`src/rtl/imem_loader.sv`:
```
// imem_loader: writer side of the instruction memory interface.
//
// Receives a framed byte stream over a valid/ready handshake:
//   length high byte, length low byte, 4*N payload bytes, then 1 checksum byte.
// Payload words are big-endian (MSB first). The checksum byte is the XOR of
// every payload byte.
//
// Each assembled word is written to consecutive word addresses starting at
// BASE_ADDR. The CPU pipeline is held in reset (cpu_hold) until a complete
// program with a good checksum has been loaded.
//
// Ports:
//   clk          in   system clock, rising edge
//   reset        in   synchronous active-high reset
//   start        in   one-cycle pulse; begins a load from IDLE, DONE or ERR
//   in_data      in   [7:0] stream byte
//   in_valid     in   stream byte valid
//   in_ready     out  loader accepts a byte this cycle
//   im_we        out  instruction memory write strobe (one cycle per word)
//   im_addr      out  [31:0] byte address of the write (word-aligned)
//   im_wdata     out  [31:0] instruction word being written
//   cpu_hold     out  holds the pipeline (PC register) in reset
//   done         out  load completed with a good checksum (sticky)
//   error        out  load failed (sticky)
//   words_loaded out  [15:0] words written in the current or last load
module imem_loader #(
  parameter logic [31:0] BASE_ADDR = 32'd0,
  parameter int          MAX_WORDS = 256
) (
  input  logic        clk,
  input  logic        reset,
  input  logic        start,
  input  logic [7:0]  in_data,
  input  logic        in_valid,
  output logic        in_ready,
  output logic        im_we,
  output logic [31:0] im_addr,
  output logic [31:0] im_wdata,
  output logic        cpu_hold,
  output logic        done,
  output logic        error,
  output logic [15:0] words_loaded
);

  typedef enum logic [2:0] {
    S_IDLE,
    S_LEN_HI,
    S_LEN_LO,
    S_DATA,
    S_CHK,
    S_DONE,
    S_ERR
  } state_t;

  localparam logic [15:0] LP_MAX_WORDS = 16'(MAX_WORDS);

  state_t      r_state;
  state_t      w_state_next;

  logic [15:0] r_len;
  logic [1:0]  r_byte_idx;
  logic [7:0]  r_csum;
  logic [31:0] r_word;
  logic        r_we;
  logic [31:0] r_addr;
  logic [31:0] r_wdata;
  logic [15:0] r_words_loaded;

  logic        w_xfer;
  logic        w_ready;
  logic [15:0] w_len_full;
  logic [15:0] w_words_done;
  logic        w_last_word;
  logic [31:0] w_word_next;

  assign w_xfer      = in_valid && w_ready;
  assign w_len_full  = {r_len[15:8], in_data};
  assign w_word_next = {r_word[23:0], in_data};

  // words_loaded lags the strobe by one cycle, so a strobe still in flight
  // counts as a completed word when deciding whether this is the last one.
  assign w_words_done = r_words_loaded + {15'd0, r_we};
  assign w_last_word  = (w_words_done + 16'd1) == r_len;

  // ---------------------------------------------------------------------------
  // State register
  // ---------------------------------------------------------------------------
  // NOTE: sequential state uses non-blocking (<=) so every flop samples the
  // pre-edge values of its inputs regardless of statement order.
  always_ff @(posedge clk) begin
    if (reset) r_state <= S_IDLE;
    else       r_state <= w_state_next;
  end

  // ---------------------------------------------------------------------------
  // Next-state logic
  // ---------------------------------------------------------------------------
  // NOTE: the default assignment at the top of each combinational block keeps
  // every path assigned, so no latch is inferred.
  always_comb begin
    w_state_next = r_state;
    unique case (r_state)
      S_IDLE, S_DONE, S_ERR: if (start) w_state_next = S_LEN_HI;
      S_LEN_HI:              if (w_xfer) w_state_next = S_LEN_LO;
      S_LEN_LO: begin
        if (w_xfer) begin
          if (w_len_full > LP_MAX_WORDS)  w_state_next = S_ERR;
          else if (w_len_full == 16'd0)   w_state_next = S_CHK;
          else                            w_state_next = S_DATA;
        end
      end
      // Leave on the final byte of the last word; its strobe then lands in
      // the first CHK cycle.
      S_DATA: if (w_xfer && r_byte_idx == 2'd3 && w_last_word) w_state_next = S_CHK;
      S_CHK: begin
        if (w_xfer) w_state_next = (in_data == r_csum) ? S_DONE : S_ERR;
      end
      default: w_state_next = S_IDLE;
    endcase
  end

  // ---------------------------------------------------------------------------
  // Output logic
  // ---------------------------------------------------------------------------
  always_comb begin
    w_ready  = 1'b0;
    cpu_hold = 1'b1;
    done     = 1'b0;
    error    = 1'b0;
    unique case (r_state)
      S_LEN_HI, S_LEN_LO, S_DATA, S_CHK: w_ready = 1'b1;
      S_DONE: begin
        done     = 1'b1;
        cpu_hold = 1'b0;
      end
      S_ERR:   error = 1'b1;
      default: ;
    endcase
  end

  assign in_ready     = w_ready;
  assign im_we        = r_we;
  assign im_addr      = r_addr;
  assign im_wdata     = r_wdata;
  assign words_loaded = r_words_loaded;

  // ---------------------------------------------------------------------------
  // Datapath
  // ---------------------------------------------------------------------------
  always_ff @(posedge clk) begin
    if (reset) begin
      r_len          <= 16'd0;
      r_byte_idx     <= 2'd0;
      r_csum         <= 8'd0;
      r_word         <= 32'd0;
      r_we           <= 1'b0;
      r_addr         <= BASE_ADDR;
      r_wdata        <= 32'd0;
      r_words_loaded <= 16'd0;
    end else begin
      r_we <= 1'b0;

      // Address and count advance on the edge that ends the strobe cycle.
      if (r_we) begin
        r_addr         <= r_addr + 32'd4;
        r_words_loaded <= r_words_loaded + 16'd1;
      end

      unique case (r_state)
        S_IDLE, S_DONE, S_ERR: begin
          if (start) begin
            r_len          <= 16'd0;
            r_byte_idx     <= 2'd0;
            r_csum         <= 8'd0;
            r_addr         <= BASE_ADDR;
            r_words_loaded <= 16'd0;
          end
        end
        S_LEN_HI: if (w_xfer) r_len[15:8] <= in_data;
        S_LEN_LO: begin
          if (w_xfer) begin
            r_len[7:0] <= in_data;
            r_byte_idx <= 2'd0;
          end
        end
        S_DATA: begin
          if (w_xfer) begin
            // The shift register keeps accepting bytes during the strobe cycle;
            // the word being written is held separately in r_wdata.
            r_word     <= w_word_next;
            r_csum     <= r_csum ^ in_data;
            r_byte_idx <= r_byte_idx + 2'd1;
            if (r_byte_idx == 2'd3) begin
              r_we    <= 1'b1;
              r_wdata <= w_word_next;
            end
          end
        end
        default: ;
      endcase
    end
  end

endmodule

```
`config.mk`:
```
export PLATFORM = sky130hd
export DESIGN_NAME = imem_loader
export DESIGN_NICKNAME = d
export VERILOG_FILES = /design/src/rtl/imem_loader.sv
export SDC_FILE = /design/constraint.sdc
export NUM_CORES = 1
export LEC_CHECK = 0
export ABC_AREA = 1
export ABC_CLOCK_PERIOD_IN_PS = 3300
export BUFFER_PORTS_ARGS = -buffer_cell sky130_fd_sc_hd__buf_2
export CELL_PAD_IN_SITES_DETAIL_PLACEMENT = 0
export CELL_PAD_IN_SITES_GLOBAL_PLACEMENT = 1
export CORE_MARGIN = 2
export CORE_UTILIZATION = 25
export CTS_BUF_LIST = sky130_fd_sc_hd__clkbuf_8
export CTS_CLUSTER_SIZE = 12
export DETAILED_ROUTE_END_ITERATION = 7
export PLACE_DENSITY_LB_ADDON = 0.1
export SLEW_MARGIN = 20
export SYNTH_ARGS = -nofsm -noshare
export SYNTH_HDL_FRONTEND = slang
export SYNTH_SLANG_ARGS = --single-unit
```
`constraint.sdc`:
```
create_clock -name clk -period 3.3 [get_ports clk]
set_clock_uncertainty 0.15 [all_clocks]
set_input_delay 0.66 -clock clk [delete_from_list [all_inputs] [get_ports clk]]
set_output_delay 0.66 -clock clk [all_outputs]
set_load 0.02 [all_outputs]
```
==> results.txt <==
post-synthesis cell count: 834
Fin Setup TNS: 0 ns
setup violators final: 0
largest net degree at the start of global routing: 66
Fmax: 0.400 GHz
CP Cell Sequence: inv_1 -> ha_1 -> inv_1 -> ha_1 -> inv_1 -> nor2_1 -> nand2_1 -> o21bai_1 -> nand2_1 -> inv_1 -> nand2_1 -> nor2_1 -> nand3_1 -> nand2_1 -> nand2_2 -> o21ai_0 -> inv_1
ys async rst share: 0
Detailed Routing Iterations Pass 1: 4
Hold Vio Cnt, Final: 0
final WL: 17800 um
total power: 4.09 mW
startpoint types: flop
Reg area: 2640 um^2
ANT cells: 0
area delta synth->final: 19.7%
WP data arrival: 2.69 ns
die height: 160 um
max_slew headroom: 0.528
average vias per placed instance: 4.31
syn_area_per_cell: 7.27 um^2
Post-Synth XOR/XNOR Area: 0.0736
Initial Util: 0.252
Layout Nets: 941
mapped cell area: 6070 um^2
CP max-delay cell: dfxtp_1
worst hold slack: 0.319 ns
fill cell count: 2780
worst hold path class: reg2reg
IR Drop Worst-Case VDD: 0.194 mV
HPWL after DPL: 12600 um
Leakage: 3.26 nW
max-slew violation count: 0
most frequent cells in the layout: nor2_1 (195), dfxtp_1 (132), nand2_1 (131)
Worst-Skew Late Latency: 0.45 ns
RSZ-0062 raised after global routing: false
CTS tree: done
clk slew on worst S/H paths: 0.08 ns
mux contribution to synthesized area: 0
status: complete, no violations
gr ovfl total: 0
Routed wire per std cell: 14.1 um
Worst path max stage delay: 0.36 ns
CP dominant cell by count: inv_1
hold buffers post-CTS: 0
Std-Cell Rows: 57
Root Buffer: clkbuf_8
first-pass GRT wire length: 29200 um
die area: 25500 um^2
Setup CP Type: reg2reg
Crit Path Max Fanout: 6
Compound-Gate Fraction of Synth Area: 0.126
routed vias: 5435
Post-synth EDFFs: 0
Synth Area in Adders: 0.0103
I/O Buffers: 94
Final Critical Period: 2.50 ns
Multi-input gate area: 3030 um^2
post-CTS setup buffer count: 0
GRT Total Usage: 0.143
main combinational cell family by area after synthesis: simple AND/OR/NAND/NOR gates
Die X: 160 um
register area share after synthesis: 0.436
most used flip-flop cell after synthesis: dfxtp_1
Final GP Congestion: 0.799
flop2flop setup slack: 0.80 ns
core area: 24100 um^2
Post-DRT Antenna Nets: 0
antenna violations before repair: 0
CP Capture Type: flop
clock sink count: 132
layout cells sized above 1: 0.173
CP required: 3.49 ns
post-synthesis register bit count: 132
io pins: 97
synth warn: 0
DRC: 0
DR iter-0 viols: 256
power per cell area: 563 nW/um^2
vias in the first global route: 5357
final cycle utilization of the critical path: 0.758
commonest non-fill, non-tap cell in the layout: nor2_1
clock buffer count from CTS: 17
Yosys cell types: 38
clock buffer depth: 2
cts repair resizes: 0
Post-Synth Simple-Gate Area: 0.288
Max Cap Viol: 0
htree depth: 4
Worst-Margin Slew: 0.707 ns
worst paths after layout:
path / cells after the start / start / to
setup / recovery: 17 / words_loaded[0] / r_state[0]
hold / removal: 2 / im_wdata[23] / im_wdata[23]
setup reg to reg: 17 / words_loaded[0] / r_state[0]
hold reg to reg: 2 / im_wdata[23] / im_wdata[23]
power breakdown:
part / switching [mW] / internal, mW
combinational: 0.593 / 0.326
clock: 0.706 / 0.675
sequential: 0.0906 / 1.70
logic make-up after synthesis:
| kind of cell | count (synthesis) |
|---|---|
| DFF | 132 |
| adders and majority gates | 5 |
| and+or+nand+nor | 406 |
| buffers and inverters | 101 |
| AOI/OAI and AO/OA | 138 |
| other | 1 |
| xor gates and xnor gates | 51 |
cell type report:
class / instances / area share
Multi-Input combinational cell: 602 / 0.417
Sequential cell: 132 / 0.364
Timing Repair Buffer: 103 / 0.0741
Tap cell: 324 / 0.0558
Inverter: 68 / 0.0352
Clock buffer: 17 / 0.0322
Clock inverter: 15 / 0.0215
state kept, by name, summed over array words and instances (netlist names):
register,cells
im_wdata,32
r_state,3
r_len,16
words_loaded,16
r_csum,8
im_we,1
r_byte_idx,2
r_word,24
im_addr,30
cell usage after synthesis, types with 10 or more instances:
| library cell | number | area share |
|---|---|---|
| nand2_1 | 131 | 0.081 |
| o21ai_0 | 78 | 0.064 |
| dfxtp_1 | 132 | 0.44 |
| nor2_1 | 195 | 0.12 |
| buf_2 | 10 | 0.0082 |
| inv_1 | 65 | 0.040 |
| a21oi_1 | 38 | 0.031 |
| xnor2_1 | 26 | 0.038 |
| clkbuf_1 | 20 | 0.012 |
| xor2_1 | 25 | 0.036 |
| nor3_1 | 14 | 0.012 |
| nand3_1 | 25 | 0.021 |
through the flow:
stage	utilization	instance area, um^2	cells	setup slack [ns]
floorplan	-	6070	835	0.808
global placement	0.285	6870	1229	0.804
detailed placement	0.285	6870	1229	0.764
CTS	0.301	7260	1261	0.753
global route	0.301	7260	1261	0.433
finish	0.301	7260	1261	0.800
metal layers:
| metal | routed length, um | track usage |
|---|---|---|
| met1 | 9190 | 0.197 |
| met2 | 7850 | 0.224 |
| met3 | 640 | 0.0361 |
| met4 | 147 | 0.0373 |
| met5 | 0 | 0 |
worst max-delay path, delay by kind of cell (launching register included):
kind                     cells  cell delay [ns]
adder cells (fa/ha/maj)      2             0.39
buffers and inverters        5             0.28
AO/OA/AOI/OAI                2             0.29
flip-flops                   1             0.36
AND/OR/NAND/NOR              8             0.92
(Power assumes the default switching activity.)
